## src/rtl/mem_port_arbiter.sv

```systemverilog
// Shares one single-ported 32-bit memory between instruction fetch and load/store.
// Optional fetch anti-starvation counter is enabled by defining ARB_STARVE_EN.
module mem_port_arbiter #(
    parameter int STARVE_MAX = 4
) (
    input  logic        clk,
    input  logic        rst_n,
    input  logic        i_if_req,
    input  logic [31:0] i_if_addr,
    input  logic        i_if_flush,
    output logic        o_if_valid,
    output logic [31:0] o_if_rdata,
    output logic        o_if_busy,
    input  logic        i_d_req,
    input  logic        i_d_we,
    input  logic [3:0]  i_d_be,
    input  logic [31:0] i_d_addr,
    input  logic [31:0] i_d_wdata,
    output logic        o_d_ready,
    output logic [31:0] o_d_rdata,
    output logic        o_mem_req,
    output logic        o_mem_we,
    output logic [3:0]  o_mem_be,
    output logic [29:0] o_mem_addr,
    output logic [31:0] o_mem_wdata,
    input  logic        i_mem_ready,
    input  logic [31:0] i_mem_rdata
);

    typedef enum logic [1:0] {IDLE, BUSY_I, BUSY_D} state_t;

    state_t r_state;
    logic   r_kill;
    logic   w_starve_hit;
    logic   w_grant_d;
    logic   w_grant_i;
    logic   w_unused;

    // Memory is word addressed; byte offsets are dropped.
    assign w_unused = ^{i_if_addr[1:0], i_d_addr[1:0]};

`ifdef ARB_STARVE_EN
    logic [3:0] r_starve;

    assign w_starve_hit = (r_starve == 4'(STARVE_MAX));

    always_ff @(posedge clk or negedge rst_n) begin
        if (!rst_n) begin
            r_starve <= '0;
        end else if (r_state == IDLE) begin
            if (!i_if_req || w_grant_i)
                r_starve <= '0;
            else if (w_grant_d && !w_starve_hit)
                r_starve <= r_starve + 4'd1;
        end
    end
`else
    // Never true for a legal STARVE_MAX, leaving data with strict priority.
    assign w_starve_hit = (STARVE_MAX == 0);
`endif

    assign w_grant_d = i_d_req && !(i_if_req && w_starve_hit);
    assign w_grant_i = i_if_req && !w_grant_d;
    assign o_if_busy = i_if_req && !o_if_valid;

    always_ff @(posedge clk or negedge rst_n) begin
        if (!rst_n) begin
            r_state     <= IDLE;
            r_kill      <= 1'b0;
            o_if_valid  <= 1'b0;
            o_if_rdata  <= '0;
            o_d_ready   <= 1'b0;
            o_d_rdata   <= '0;
            o_mem_req   <= 1'b0;
            o_mem_we    <= 1'b0;
            o_mem_be    <= '0;
            o_mem_addr  <= '0;
            o_mem_wdata <= '0;
        end else begin
            o_if_valid <= 1'b0;
            o_d_ready  <= 1'b0;
            case (r_state)
                IDLE: begin
                    r_kill <= 1'b0;
                    if (w_grant_d) begin
                        r_state     <= BUSY_D;
                        o_mem_req   <= 1'b1;
                        o_mem_we    <= i_d_we;
                        o_mem_be    <= i_d_be;
                        o_mem_addr  <= i_d_addr[31:2];
                        o_mem_wdata <= i_d_wdata;
                    end else if (w_grant_i) begin
                        r_state     <= BUSY_I;
                        o_mem_req   <= 1'b1;
                        o_mem_we    <= 1'b0;
                        o_mem_be    <= 4'hF;
                        o_mem_addr  <= i_if_addr[31:2];
                        o_mem_wdata <= '0;
                    end
                end
                BUSY_I: begin
                    if (i_mem_ready) begin
                        r_state   <= IDLE;
                        o_mem_req <= 1'b0;
                        r_kill    <= 1'b0;
                        // A flush arriving with the response still makes it stale.
                        if (!r_kill && !i_if_flush) begin
                            o_if_valid <= 1'b1;
                            o_if_rdata <= i_mem_rdata;
                        end
                    end else if (i_if_flush) begin
                        r_kill <= 1'b1;
                    end
                end
                BUSY_D: begin
                    if (i_mem_ready) begin
                        r_state   <= IDLE;
                        o_mem_req <= 1'b0;
                        o_d_ready <= 1'b1;
                        if (!o_mem_we)
                            o_d_rdata <= i_mem_rdata;
                    end
                end
                default: r_state <= IDLE;
            endcase
        end
    end

endmodule

```

## config.mk

```make
export PLATFORM = sky130hd
export DESIGN_NAME = mem_port_arbiter
export DESIGN_NICKNAME = d
export VERILOG_FILES = /design/src/rtl/mem_port_arbiter.sv
export SDC_FILE = /design/constraint.sdc
export NUM_CORES = 1
export LEC_CHECK = 0
export CORE_UTILIZATION = 37
export CTS_CLUSTER_DIAMETER = 50
export CTS_CLUSTER_SIZE = 30
export DETAILED_ROUTE_END_ITERATION = 7
export PLACE_DENSITY = 0.81
export SLEW_MARGIN = 20
export SYNTH_ARGS = -nofsm -noshare
export SYNTH_HDL_FRONTEND = slang
export SYNTH_SLANG_ARGS = --single-unit
export TNS_END_PERCENT = 50
```

## constraint.sdc

```tcl
create_clock -name clk -period 1.7 [get_ports clk]
set_clock_uncertainty 0.1 [all_clocks]
set_input_delay 0.255 -clock clk [delete_from_list [all_inputs] [get_ports clk]]
set_output_delay 0.255 -clock clk [all_outputs]
set_load 0.02 [all_outputs]
```

==> impl_metrics.xml <==
<?xml version="1.0" encoding="UTF-8"?>
<metrics>
  <group name="routing">
    <metric name="final_antenna_net_count" unit="">0</metric>
    <metric name="dr.first_iter.drc_count" unit="">179</metric>
    <metric name="first_pass_iters" unit="">6</metric>
    <metric name="routed-via-count" unit="">4236</metric>
    <metric name="route.detailed.vias_per_inst" unit="">4.88</metric>
    <metric name="drc" unit="">18</metric>
    <metric name="wl_per_cell" unit="µm">17.2</metric>
    <metric name="wirelength" unit="mm">15.0</metric>
  </group>
  <group name="cells_and_area">
    <metric name="final_core_utilization" unit="%">61.8</metric>
    <metric name="final_common_cell" unit="">sky130_fd_sc_hd__dfrtp_1</metric>
    <metric name="final_cell_area" unit="µm²">9090</metric>
    <metric name="drive_above_1_share" unit="%">18.7</metric>
    <metric name="number_of_nets_in_the_layout" unit="">814</metric>
    <metric name="commonest_cells_after_routing_fill_and_taps_aside" unit="">137 x sky130_fd_sc_hd__dfrtp_1, 135 x sky130_fd_sc_hd__dlygate4sd2_1, 131 x sky130_fd_sc_hd__clkdlybuf4s50_1</metric>
    <metric name="diodes" unit="">0</metric>
    <metric name="layout-area-overhead-vs-synth" unit="%">61.5</metric>
    <metric name="layoutNonFillerInstCount" unit="">868</metric>
  </group>
  <group name="placement">
    <metric name="port-buffer-count" unit="">269</metric>
    <metric name="place_hpwl" unit="mm">11.1</metric>
    <metric name="placed_area" unit="µm²">8600</metric>
    <metric name="place_congestion" unit="">0.769</metric>
    <metric name="placed_cells_incl_taps" unit="">833</metric>
  </group>
  <group name="critical_path">
    <metric name="worst_path_max_delay_cell" unit="">sky130_fd_sc_hd__dfrtp_1</metric>
    <metric name="criticalPathCategory" unit="">flop to flop</metric>
    <metric name="cells_traversed_along_the_worst_timing_path" unit="">inv_2, ha_2, and3_4, buf_12, mux2_2</metric>
    <metric name="start_kind" unit="">flop</metric>
    <metric name="endpoint_kind" unit="">flop</metric>
    <metric name="crit_path_max_incr_delay" unit="ps">420</metric>
    <metric name="path_max_fanout" unit="">23</metric>
    <metric name="worst_ep_required_time" unit="ps">1890</metric>
    <metric name="cp.arrival" unit="ps">1870</metric>
  </group>
  <group name="power_and_ir_drop">
    <metric name="power-per-cell-area" unit="nW/µm²">1850</metric>
    <metric name="power.static_leakage" unit="µW">0.00445</metric>
    <metric name="worst_ir_drop_vdd" unit="mV">0.746</metric>
  </group>
  <group name="logic_synthesis">
    <metric name="synth_warnings" unit="">0</metric>
    <metric name="mappedNetlistArea" unit="µm²">5630</metric>
    <metric name="post_synthesis_cell_count" unit="">383</metric>
    <metric name="syn-mean-instance-area" unit="µm²">14.7</metric>
    <metric name="synth_cell_type_count" unit="">31</metric>
    <metric name="ys_ff_latch" unit="">137</metric>
    <metric name="yosysSeqAreaShare" unit="%">60.9</metric>
    <metric name="syn_nets" unit="">526</metric>
  </group>
  <group name="timing">
    <metric name="rsz0062_at_grt" unit="">yes</metric>
    <metric name="hold_viol" unit="">0</metric>
    <metric name="max-slew-margin-rel" unit="%">70.7</metric>
    <metric name="tightestPinTransition" unit="ps">439</metric>
    <metric name="finalSetupViolCount" unit="">0</metric>
    <metric name="final.setup.tns" unit="ps">0</metric>
    <metric name="final_max_slew_viol_count" unit="">0</metric>
    <metric name="finalHoldWorstSlack" unit="ps">190</metric>
    <metric name="fmax" unit="GHz">0.594</metric>
    <metric name="min_period_over_period" unit="%">99.0</metric>
    <metric name="period_needed" unit="ps">1680</metric>
  </group>
  <group name="clock_network">
    <metric name="cts_inserted_buffers" unit="">17</metric>
    <metric name="clk_root_buffer_cell" unit="">sky130_fd_sc_hd__clkbuf_16</metric>
    <metric name="clkTransAtPathRegs" unit="ps">60</metric>
    <metric name="clock_path_buffers" unit="">2</metric>
    <metric name="clock_insertion_delay_worst_skew" unit="ps">410</metric>
    <metric name="tritoncts" unit="">done</metric>
    <metric name="cts_sinks" unit="">137</metric>
    <metric name="ctsHtreeMaxLevel" unit="">4</metric>
  </group>
  <group name="floorplanning">
    <metric name="height_of_the_die" unit="µm">125</metric>
    <metric name="io_pins" unit="">274</metric>
    <metric name="floorplan.initialDensity" unit="%">38.3</metric>
    <metric name="std_cell_rows" unit="">44</metric>
    <metric name="fp.dieW" unit="µm">125</metric>
    <metric name="core_area" unit="µm²">14700</metric>
    <metric name="die_area" unit="µm²">15700</metric>
  </group>
  <group name="global_route">
    <metric name="total_routing_usage_reported_by_global_routing" unit="%">19.7</metric>
    <metric name="first_global_vias" unit="">4457</metric>
    <metric name="grt_first_pass_wirelength" unit="mm">23.7</metric>
    <metric name="grt_overflow_total" unit="">0</metric>
    <metric name="grt_antenna_before_repair" unit="">0</metric>
    <metric name="grt_start_max_net_pins" unit="">50</metric>
  </group>
  <group name="flow_run">
    <metric name="max_cap_violations" unit="">0</metric>
  </group>
  <group name="run_status">
    <metric name="result_of_the_run" unit="">finished, violations left</metric>
    <metric name="violations" unit="">design-rule violations</metric>
  </group>
  <group name="worst_hold_path">
    <metric name="min-delay-path-class" unit="">input port to flop</metric>
  </group>
</metrics>
==> synthesized netlist by cell type <==
master | n | area, µm²
sky130_fd_sc_hd__a21oi_1 | 2 | 10.0
sky130_fd_sc_hd__a22o_1 | 34 | 298
sky130_fd_sc_hd__and2_1 | 1 | 6.26
sky130_fd_sc_hd__and2_4 | 1 | 8.76
sky130_fd_sc_hd__and3_1 | 1 | 6.26
sky130_fd_sc_hd__buf_12 | 3 | 60.1
sky130_fd_sc_hd__buf_2 | 7 | 35.0
sky130_fd_sc_hd__buf_4 | 8 | 60.1
sky130_fd_sc_hd__buf_6 | 5 | 56.3
sky130_fd_sc_hd__clkbuf_1 | 2 | 7.51
sky130_fd_sc_hd__clkbuf_2 | 1 | 5.00
sky130_fd_sc_hd__dfrtp_1 | 137 | 3430
sky130_fd_sc_hd__ha_1 | 4 | 50.1
sky130_fd_sc_hd__inv_1 | 2 | 7.51
sky130_fd_sc_hd__mux2_2 | 19 | 214
sky130_fd_sc_hd__mux2_4 | 45 | 676
sky130_fd_sc_hd__mux2i_1 | 30 | 300
sky130_fd_sc_hd__nand2_1 | 32 | 120
sky130_fd_sc_hd__nand2b_1 | 2 | 12.5
sky130_fd_sc_hd__nand2b_2 | 1 | 8.76
sky130_fd_sc_hd__nand3b_1 | 1 | 7.51
sky130_fd_sc_hd__nor2_1 | 3 | 11.3
sky130_fd_sc_hd__nor2b_1 | 1 | 6.26
sky130_fd_sc_hd__nor3b_1 | 1 | 7.51
sky130_fd_sc_hd__o211ai_1 | 1 | 7.51
sky130_fd_sc_hd__o21a_1 | 1 | 7.51
sky130_fd_sc_hd__o21ai_0 | 28 | 140
sky130_fd_sc_hd__o21ai_1 | 4 | 20.0
sky130_fd_sc_hd__o22a_1 | 4 | 35.0
sky130_fd_sc_hd__o31ai_1 | 1 | 7.51
sky130_fd_sc_hd__or2b_1 | 1 | 7.51
==> worst max-delay path: cells and delay by family (launching register included) <==
kind	cells	cell delay, ps
flip-flops	1	420
multiplexers	1	360
buffers and inverters	2	280
AND/OR/NAND/NOR	1	200
adder cells (fa/ha/maj)	1	180
==> logic make-up after synthesis <==
logic type | synth area share [%]
mux | 21.1
simple gates | 3.60
flops | 60.9
fa+ha+maj | 0.889
buf+inv | 4.11
compound gates | 9.34
==> timing repair <==
item,4_1_cts,5_1_grt
hold buffers,1,0
buffers inserted,0,1
endpoints found under the setup margin,146,88
endpoints found under the hold margin,38,0
cloned,0,1
gates resized for setup,139,6
pin swaps,0,0
==> sequential cells by signal (all words and copies together) (netlist names) <==
register     flops
o_d_rdata       32
o_if_rdata      32
o_mem_wdata     32
o_mem_addr      30
o_mem_be         4
r_state          2
o_d_ready        1
o_if_valid       1
o_mem_req        1
o_mem_we         1
r_kill           1
==> power by group <==
group / switching (µW) / total [µW] / internal, µW
Combinational: 3930 / 7460 / 3520
Sequential: 845 / 5650 / 4800
Clock: 1400 / 3680 / 2280
Total: 6170 / 16800 / 10600
==> metal layers <==
layer	GRT usage [%]	wire length [µm]	vias up
met3	7.10	1170	35
met1	22.9	5920	2049
li1	-	-	1954
met2	32.9	7430	198
met4	8.75	437	0
met5	0	0	-
==> final cells by class <==
| type | instances | area, µm² |
|---|---|---|
| clock buffer | 22 | 474 |
| inverter | 2 | 7.51 |
| sequential | 137 | 3430 |
| multi-input combinational | 218 | 2000 |
| tap | 184 | 230 |
| clock inverter | 10 | 116 |
| fill | 1183 | 5610 |
| timing repair buffer | 295 | 2840 |
==> metrics by stage <==
step | setup slack [ps] | power (µW)
after CTS | -0.626 | 16900
final | 17.3 | 16800
after detailed placement | -266 | 14200
after global placement | -292 | 14000
after floorplan | 89.3 | 10100
after global routing | -50.9 | 17700
==> path summary, 6_finish.rpt <==
kind | startpoint | end | slack (ps) | cells after the start
setup / recovery | r_state[1] | o_if_rdata[31] | 20 | 5
hold / removal | i_d_req | r_state[0] | 190 | 3
setup reg to reg | r_state[1] | o_if_rdata[31] | 20 | 5
hold reg to reg | o_mem_addr[14] | o_mem_addr[14] | 370 | 2
max in group asynchronous | rst_n | o_d_rdata[0] | 680 | 3
min in group asynchronous | rst_n | o_d_rdata[11] | 240 | 2
Power figures use the tool's default switching activity.
